File: config.mk
export PLATFORM = sky130hd
export DESIGN_NAME = eth_rx_framer
export DESIGN_NICKNAME = d
export VERILOG_FILES = /design/src/rtl/eth_pkg.sv /design/src/rtl/eth_crc32_d8.sv /design/src/rtl/eth_rx_framer.sv
export SDC_FILE = /design/constraint.sdc
export NUM_CORES = 1
export LEC_CHECK = 0
export BUFFER_PORTS_ARGS = -buffer_cell sky130_fd_sc_hd__clkbuf_2
export CAP_MARGIN = 10
export CORE_ASPECT_RATIO = 0.8
export CORE_UTILIZATION = 45
export DETAILED_ROUTE_END_ITERATION = 8
export PLACE_DENSITY = 0.62
export SLEW_MARGIN = 10
export SYNTH_ARGS = -nofsm -noshare
export SYNTH_HDL_FRONTEND = slang
export SYNTH_SLANG_ARGS = --single-unit
File: constraint.sdc
create_clock -name clk -period 2.84 [get_ports clk]
set_clock_uncertainty 0.05 [all_clocks]
set_input_delay 0.142 -clock clk [delete_from_list [all_inputs] [get_ports clk]]
set_output_delay 0.142 -clock clk [all_outputs]
set_load 0.005 [all_outputs]
File: src/rtl/eth_pkg.sv
// eth_pkg: shared GMII framing constants, trailer status layout and receive FSM states
package eth_pkg;
  localparam logic [7:0]  ETH_PREAMBLE = 8'h55;
  localparam logic [7:0]  ETH_SFD      = 8'hD5;
  localparam logic [31:0] CRC_INIT     = 32'hFFFF_FFFF;
  localparam logic [31:0] CRC_POLY     = 32'hEDB8_8320;
  localparam logic [31:0] CRC_RESIDUE  = 32'hDEBB_20E3;
  localparam int STS_CRC_OK  = 0;
  localparam int STS_PHY_ERR = 1;
  localparam int STS_OVF     = 2;
  localparam int STS_RUNT    = 3;
  localparam int STS_LONG    = 4;
  localparam logic [7:0] STS_GOOD = 8'(1 << STS_CRC_OK);
  typedef enum logic [2:0] {S_IDLE, S_PREAMBLE, S_DATA, S_DISCARD, S_TRAILER} rx_state_e;
endpackage

File: src/rtl/eth_crc32_d8.sv
// eth_crc32_d8: next reflected CRC-32 state after absorbing one byte, LSB first
module eth_crc32_d8 import eth_pkg::*; (
  input  logic [31:0] crc_i,
  input  logic [7:0]  d_i,
  output logic [31:0] crc_o
);
  always_comb begin
    crc_o = crc_i;
    for (int i = 0; i < 8; i++) crc_o = (crc_o >> 1) ^ ((crc_o[0] ^ d_i[i]) ? CRC_POLY : 32'h0);
  end
endmodule

File: src/rtl/eth_rx_framer.sv
// eth_rx_framer: GMII receive framer that strips preamble/FCS, checks CRC-32 and writes payload plus a status trailer
module eth_rx_framer import eth_pkg::*; #(
  parameter int MIN_LEN = 64,
  parameter int MAX_LEN = 1518
) (
  input  logic       clk,
  input  logic       rst_n,
  input  logic [7:0] eth_rx_d_in,
  input  logic       eth_rx_dv_in,
  input  logic       eth_rx_err_in,
  output logic       wr_en_out,
  output logic [8:0] wr_d_out,
  input  logic       wr_full_in,
  output logic       frame_ok_out,
  output logic       frame_bad_out
);
  logic [7:0]  d_q;
  logic        dv_q, err_q;
  rx_state_e   st_q, st_d;
  logic [31:0] crc_q, crc_d, crc_nxt;
  logic [10:0] len_q, len_d, len_inc;
  logic [31:0] dl_q, dl_d;
  logic [2:0]  cnt_q, cnt_d;
  logic        perr_q, perr_d, ovf_q, ovf_d, long_q, long_d;
  logic        drop_q, drop_d, dpulse_q, dpulse_d;
  logic        out_v_q, out_v_d;
  logic [8:0]  out_q, out_d;
  logic [7:0]  sts;
  logic        lost, wr_ok, ovf_now, long_now, runt, crc_ok, good;

  eth_crc32_d8 u_crc (.crc_i(crc_q), .d_i(d_q), .crc_o(crc_nxt));

  assign wr_ok    = out_v_q & ~wr_full_in;
  assign lost     = out_v_q & ~out_q[8] & wr_full_in;
  assign ovf_now  = ovf_q | lost;
  assign len_inc  = (len_q == 11'h7FF) ? len_q : len_q + 11'd1;
  assign long_now = long_q | (int'({21'd0, len_inc}) > MAX_LEN);
  assign runt     = int'({21'd0, len_q}) < MIN_LEN;
  assign crc_ok   = crc_q == CRC_RESIDUE;
  assign good     = out_q[7:0] == STS_GOOD;

  assign wr_en_out     = wr_ok;
  assign wr_d_out      = out_q;
  assign frame_ok_out  = wr_ok & out_q[8] & good;
  assign frame_bad_out = (wr_ok & out_q[8] & ~good) | dpulse_q;

  always_comb begin
    sts              = '0;
    sts[STS_CRC_OK]  = crc_ok;
    sts[STS_PHY_ERR] = perr_q;
    sts[STS_OVF]     = ovf_now;
    sts[STS_RUNT]    = runt;
    sts[STS_LONG]    = long_q;
  end

  always_comb begin
    st_d     = st_q;
    crc_d    = crc_q;
    len_d    = len_q;
    dl_d     = dl_q;
    cnt_d    = cnt_q;
    perr_d   = perr_q;
    ovf_d    = ovf_now;
    long_d   = long_q;
    drop_d   = drop_q;
    dpulse_d = 1'b0;
    out_v_d  = 1'b0;
    out_d    = out_q;
    case (st_q)
      S_IDLE:
        if (dv_q) st_d = (d_q == ETH_PREAMBLE) ? S_PREAMBLE : (d_q == ETH_SFD) ? S_DATA : S_DISCARD;
      S_PREAMBLE:
        st_d = !dv_q ? S_IDLE : (d_q == ETH_PREAMBLE) ? S_PREAMBLE : (d_q == ETH_SFD) ? S_DATA : S_DISCARD;
      S_DATA:
        if (dv_q) begin
          crc_d  = crc_nxt;
          len_d  = len_inc;
          dl_d   = {dl_q[23:0], d_q};
          cnt_d  = (cnt_q == 3'd4) ? cnt_q : cnt_q + 3'd1;
          perr_d = perr_q | err_q;
          long_d = long_now;
          // once a byte is lost the rest of the frame is withheld so the FIFO never sees a gap
          if (cnt_q == 3'd4 && !long_now && !ovf_now) begin
            out_v_d = 1'b1;
            out_d   = {1'b0, dl_q[31:24]};
          end
        end else begin
          out_v_d = 1'b1;
          out_d   = {1'b1, sts};
          drop_d  = 1'b0;
          st_d    = S_TRAILER;
        end
      S_TRAILER: begin
        out_v_d = out_v_q & wr_full_in;
        drop_d  = drop_q | dv_q;
        if (!wr_full_in) begin
          st_d     = (drop_q | dv_q) ? S_DISCARD : S_IDLE;
          dpulse_d = drop_q | dv_q;
        end
      end
      S_DISCARD:
        if (!dv_q) st_d = S_IDLE;
      default: st_d = S_IDLE;
    endcase
    if (st_d == S_DATA && st_q != S_DATA) begin
      crc_d  = CRC_INIT;
      len_d  = '0;
      cnt_d  = '0;
      perr_d = 1'b0;
      ovf_d  = 1'b0;
      long_d = 1'b0;
    end
  end

  // dv resets high so a frame still in flight at reset release is discarded until dv drops
  always_ff @(posedge clk or negedge rst_n)
    if (!rst_n) begin
      d_q      <= '0;
      dv_q     <= 1'b1;
      err_q    <= 1'b0;
      st_q     <= S_IDLE;
      crc_q    <= CRC_INIT;
      len_q    <= '0;
      dl_q     <= '0;
      cnt_q    <= '0;
      perr_q   <= 1'b0;
      ovf_q    <= 1'b0;
      long_q   <= 1'b0;
      drop_q   <= 1'b0;
      dpulse_q <= 1'b0;
      out_v_q  <= 1'b0;
      out_q    <= '0;
    end else begin
      d_q      <= eth_rx_d_in;
      dv_q     <= eth_rx_dv_in;
      err_q    <= eth_rx_err_in;
      st_q     <= st_d;
      crc_q    <= crc_d;
      len_q    <= len_d;
      dl_q     <= dl_d;
      cnt_q    <= cnt_d;
      perr_q   <= perr_d;
      ovf_q    <= ovf_d;
      long_q   <= long_d;
      drop_q   <= drop_d;
      dpulse_q <= dpulse_d;
      out_v_q  <= out_v_d;
      out_q    <= out_d;
    end
endmodule

==> impl_metrics.yaml <==
setup_path:
  r2r_start: "len_q[0]$_DFFE_PN0P_"
  reg2reg_depth: 7
  arrival_ns: 2.80
  crit_path_end_kind: "register"
  reg2reg_slack_ns: 0.23
  max_stage_delay_ns: 0.46
  cp.buffers_inverters: 0
  timing.rr.end: "wr_d_out[0]$_DFFE_PN0P_"
  crit_start: "len_q[0]$_DFFE_PN0P_"
  required_ns: 3.02
  critPathLaunchType: "register"
  worstPathCellList: "ha_1 > and4_1 > and2_1 > a21oi_4 > o21ai_2 > o21ai_1 > mux2_1"
  path_max_fanout: 9
  crit_slowest_cell: "dfrtp_1"
  path_class: "reg -> reg"
  path_delay_family: "simple AND/OR/NAND/NOR gates"
global_routing:
  grt_pass1_wl_microns: 19500
  grt_antenna_before_repair: 0
  grt_pass1_vias: 3707
  grt_usage: 0.209
  grt-ovfl-total: 0
  grt_max_degree: 107
cts:
  cts-buffers-inserted: 9
  clock_latency_ns: 0.35
  cts-root-buf: "clkbuf_16"
  cts_buffer_depth: 2
  htree_levels: 3
  path_clk_slew_ns: 0.07
  tritoncts: "done"
  post-cts-setup-buffer-count: 0
  clkSinkCount: 106
timing:
  slew_headroom: 0.506
  finalSetupViolCount: 0
  holdWs_ns: 0.0622
  rsz0062_at_grt: "false"
  final-max-slew-violation-count: 0
  fin_crit_ns: 2.61
  max_freq_mhz: 383
  finalHoldViolCount: 0
  timing.final.crit_share: 0.919
  setup_tns_ns: 0
  worst_pin_slew_ns: 0.736
synth:
  syn_area_sq_mm: 0.00530
  synth-main-ff-cell: "dfrtp_1"
  yosysWarnings: 0
  synth_area_per_cell_sq_um: 9.83
  synth_edf_count: 0
  synthCells: 539
  ys_async_sr_fraction: 1.00
  syn_nets: 555
  ys_ff_latch: 106
  synth_cell_types: 57
  ys_seq_area_frac: 0.509
placement:
  io_buffers: 24
  gp_congestion: 0.871
  hpwlAfterDp_microns: 7760
detailed_routing:
  drc: 0
  drt.antenna.violating_nets: 0
  wl_microns: 11500
  wl_per_cell_microns: 15.9
  first_iter_violations: 544
  num_vias: 3898
  dr.pass1.iters: 5
  via_per_inst: 5.40
finish:
  final_core_util: 0.524
  fin_nets: 585
  drive_gt1_frac: 0.178
  n_antenna_cell: 0
  syn_to_final_growth_pct: 13.5
power:
  p_leak_nw: 2.62
  p_total_w: 0.00717
  p_per_area_mw_per_mm2: 1190
  irDropWorstVdd_v: 0.000756
floorplanning:
  die-width_microns: 123
  pin_count: 25
  core_area_sq_mm: 0.0115
  start_util: 0.462
  placementRows: 35
  die_h_microns: 99.0
  die_area_sq_mm: 0.0122
run:
  cap_violations: 0
min_path:
  hold_path.class: "in -> reg"
  hold_path_end: "st_q[2]$_DFF_PN0_"
  min-delay-start: "wr_full_in"
  min_path_cells: 3
run_status:
  status: "complete, no violations"
==> placed cells by master, fill, tap and decap left out, drive strengths merged, types with 5 or more instances in the layout <==
cell | synthesis | layout
nor2 | 39 | 39
o211ai | 17 | 17
o21ai | 25 | 25
buf | 10 | 7
nor2b | 6 | 6
nand3 | 5 | 5
dfstp | 33 | 33
nand4b | 5 | 5
dfrtp | 73 | 73
inv | 3 | 7
xnor2 | 49 | 49
a21oi | 37 | 37
clkbuf | 12 | 32
nor4 | 6 | 6
dlygate4sd3 | 0 | 11
xor2 | 23 | 23
a31oi | 7 | 7
nand2 | 134 | 134
==> through the flow <==
| stage | area, sq um | setup WS [ns] | cells |
|---|---|---|---|
| after floorplan | 5300 | 0.492 | 539 |
| after detailed placement | 5590 | 0.145 | 695 |
| after CTS | 6010 | 0.122 | 722 |
| after global routing | 6010 | 0.103 | 722 |
| after global placement | 5590 | 0.280 | 695 |
| final | 6010 | 0.229 | 722 |
==> cell usage after synthesis, types with 4 or more instances <==
cell type  instances  area [sq um]
a31oi_1            7          43.8
xnor2_2           10           163
a21oi_1           36           180
nand3_1            5          25.0
and2_1             4          25.0
nand2_1          134           503
xnor2_1           37           324
o21ai_0           12          60.1
nand4b_1           5          43.8
nor2b_1            6          37.5
buf_2              4          20.0
o21ai_1           12          60.1
o211ai_1          17           128
nor4_1             4          25.0
xor2_1            23           201
and3_1             4          25.0
dfstp_2           33           867
nand2b_1           4          25.0
nor2_1            39           146
dfrtp_1           73          1830
clkbuf_1          12          45.0
==> how the worst max path moves through the flow <==
stage                                         end  slack, ns  cells after the start
after CTS                 wr_d_out[0]$_DFFE_PN0P_       0.12                      7
after detailed placement  wr_d_out[0]$_DFFE_PN0P_       0.15                      7
final                     wr_d_out[0]$_DFFE_PN0P_       0.23                      7
after floorplan           wr_d_out[0]$_DFFE_PN0P_       0.49                      9
after global placement    wr_d_out[0]$_DFFE_PN0P_       0.28                      7
after global routing      wr_d_out[0]$_DFFE_PN0P_       0.10                      7
==> timing repair <==
item                                    CTS  global route
endpoints found under the hold margin    83             0
gates resized for setup                   0             2
endpoints found under the setup margin    0             5
hold buffers                             11             0
==> registers in the layout, summed over array words and instances (netlist names) <==
| name | count |
|---|---|
| ovf_q | 1 |
| dpulse_q | 1 |
| wr_d_out | 9 |
| perr_q | 1 |
| cnt_q | 3 |
| d_q | 8 |
| len_q | 11 |
| crc_q | 32 |
| dl_q | 32 |
| st_q | 3 |
| long_q | 1 |
| err_q | 1 |
| out_v_q | 1 |
| dv_q | 1 |
| drop_q | 1 |
==> metal layers <==
metal	track usage	part of all wire	vias to the layer above
met4	0.0584	0.011	0
met1	0.316	0.52	1897
met5	0	0	-
met3	0.0399	0.037	10
li1	-	-	1907
met2	0.305	0.43	84
==> power by group <==
| group | total (W) | internal [W] | switching, W |
|---|---|---|---|
| clock network | 0.00127 | 0.000634 | 0.000633 |
| registers | 0.00276 | 0.00224 | 0.000525 |
| logic | 0.00314 | 0.00151 | 0.00163 |
| total | 0.00717 | 0.00438 | 0.00279 |
==> logic make-up (layout without fill, tap and decap cells) <==
logic type,after synthesis,in the layout,share of synthesized area
DFF,106,106,0.509
AOI/OAI and AO/OA,107,107,0.127
buffers and inverters,25,60,0.0215
adders and majority gates,4,4,0.00898
muxes,1,1,0.00213
and+or+nand+nor,224,224,0.192
xor gates and xnor gates,72,72,0.140
==> worst register-to-register path, delay by kind of cell, from the launching register on <==
family | cells | cell delay [ns]
muxes | 1 | 0.31
and+or+nand+nor | 2 | 0.68
DFF | 1 | 0.46
AOI/OAI and AO/OA | 3 | 0.64
adders and majority gates | 1 | 0.35
==> layout make-up <==
cell class	count	area [sq um]
fill	1083	5460
sequential	106	2690
multi-input combinational	408	2510
timing repair buffer	41	303
clock buffer	9	225
tap	148	185
clock inverter	7	83.8
inverter	3	11.3
Note: power is estimated with default switching activity, not from simulation.
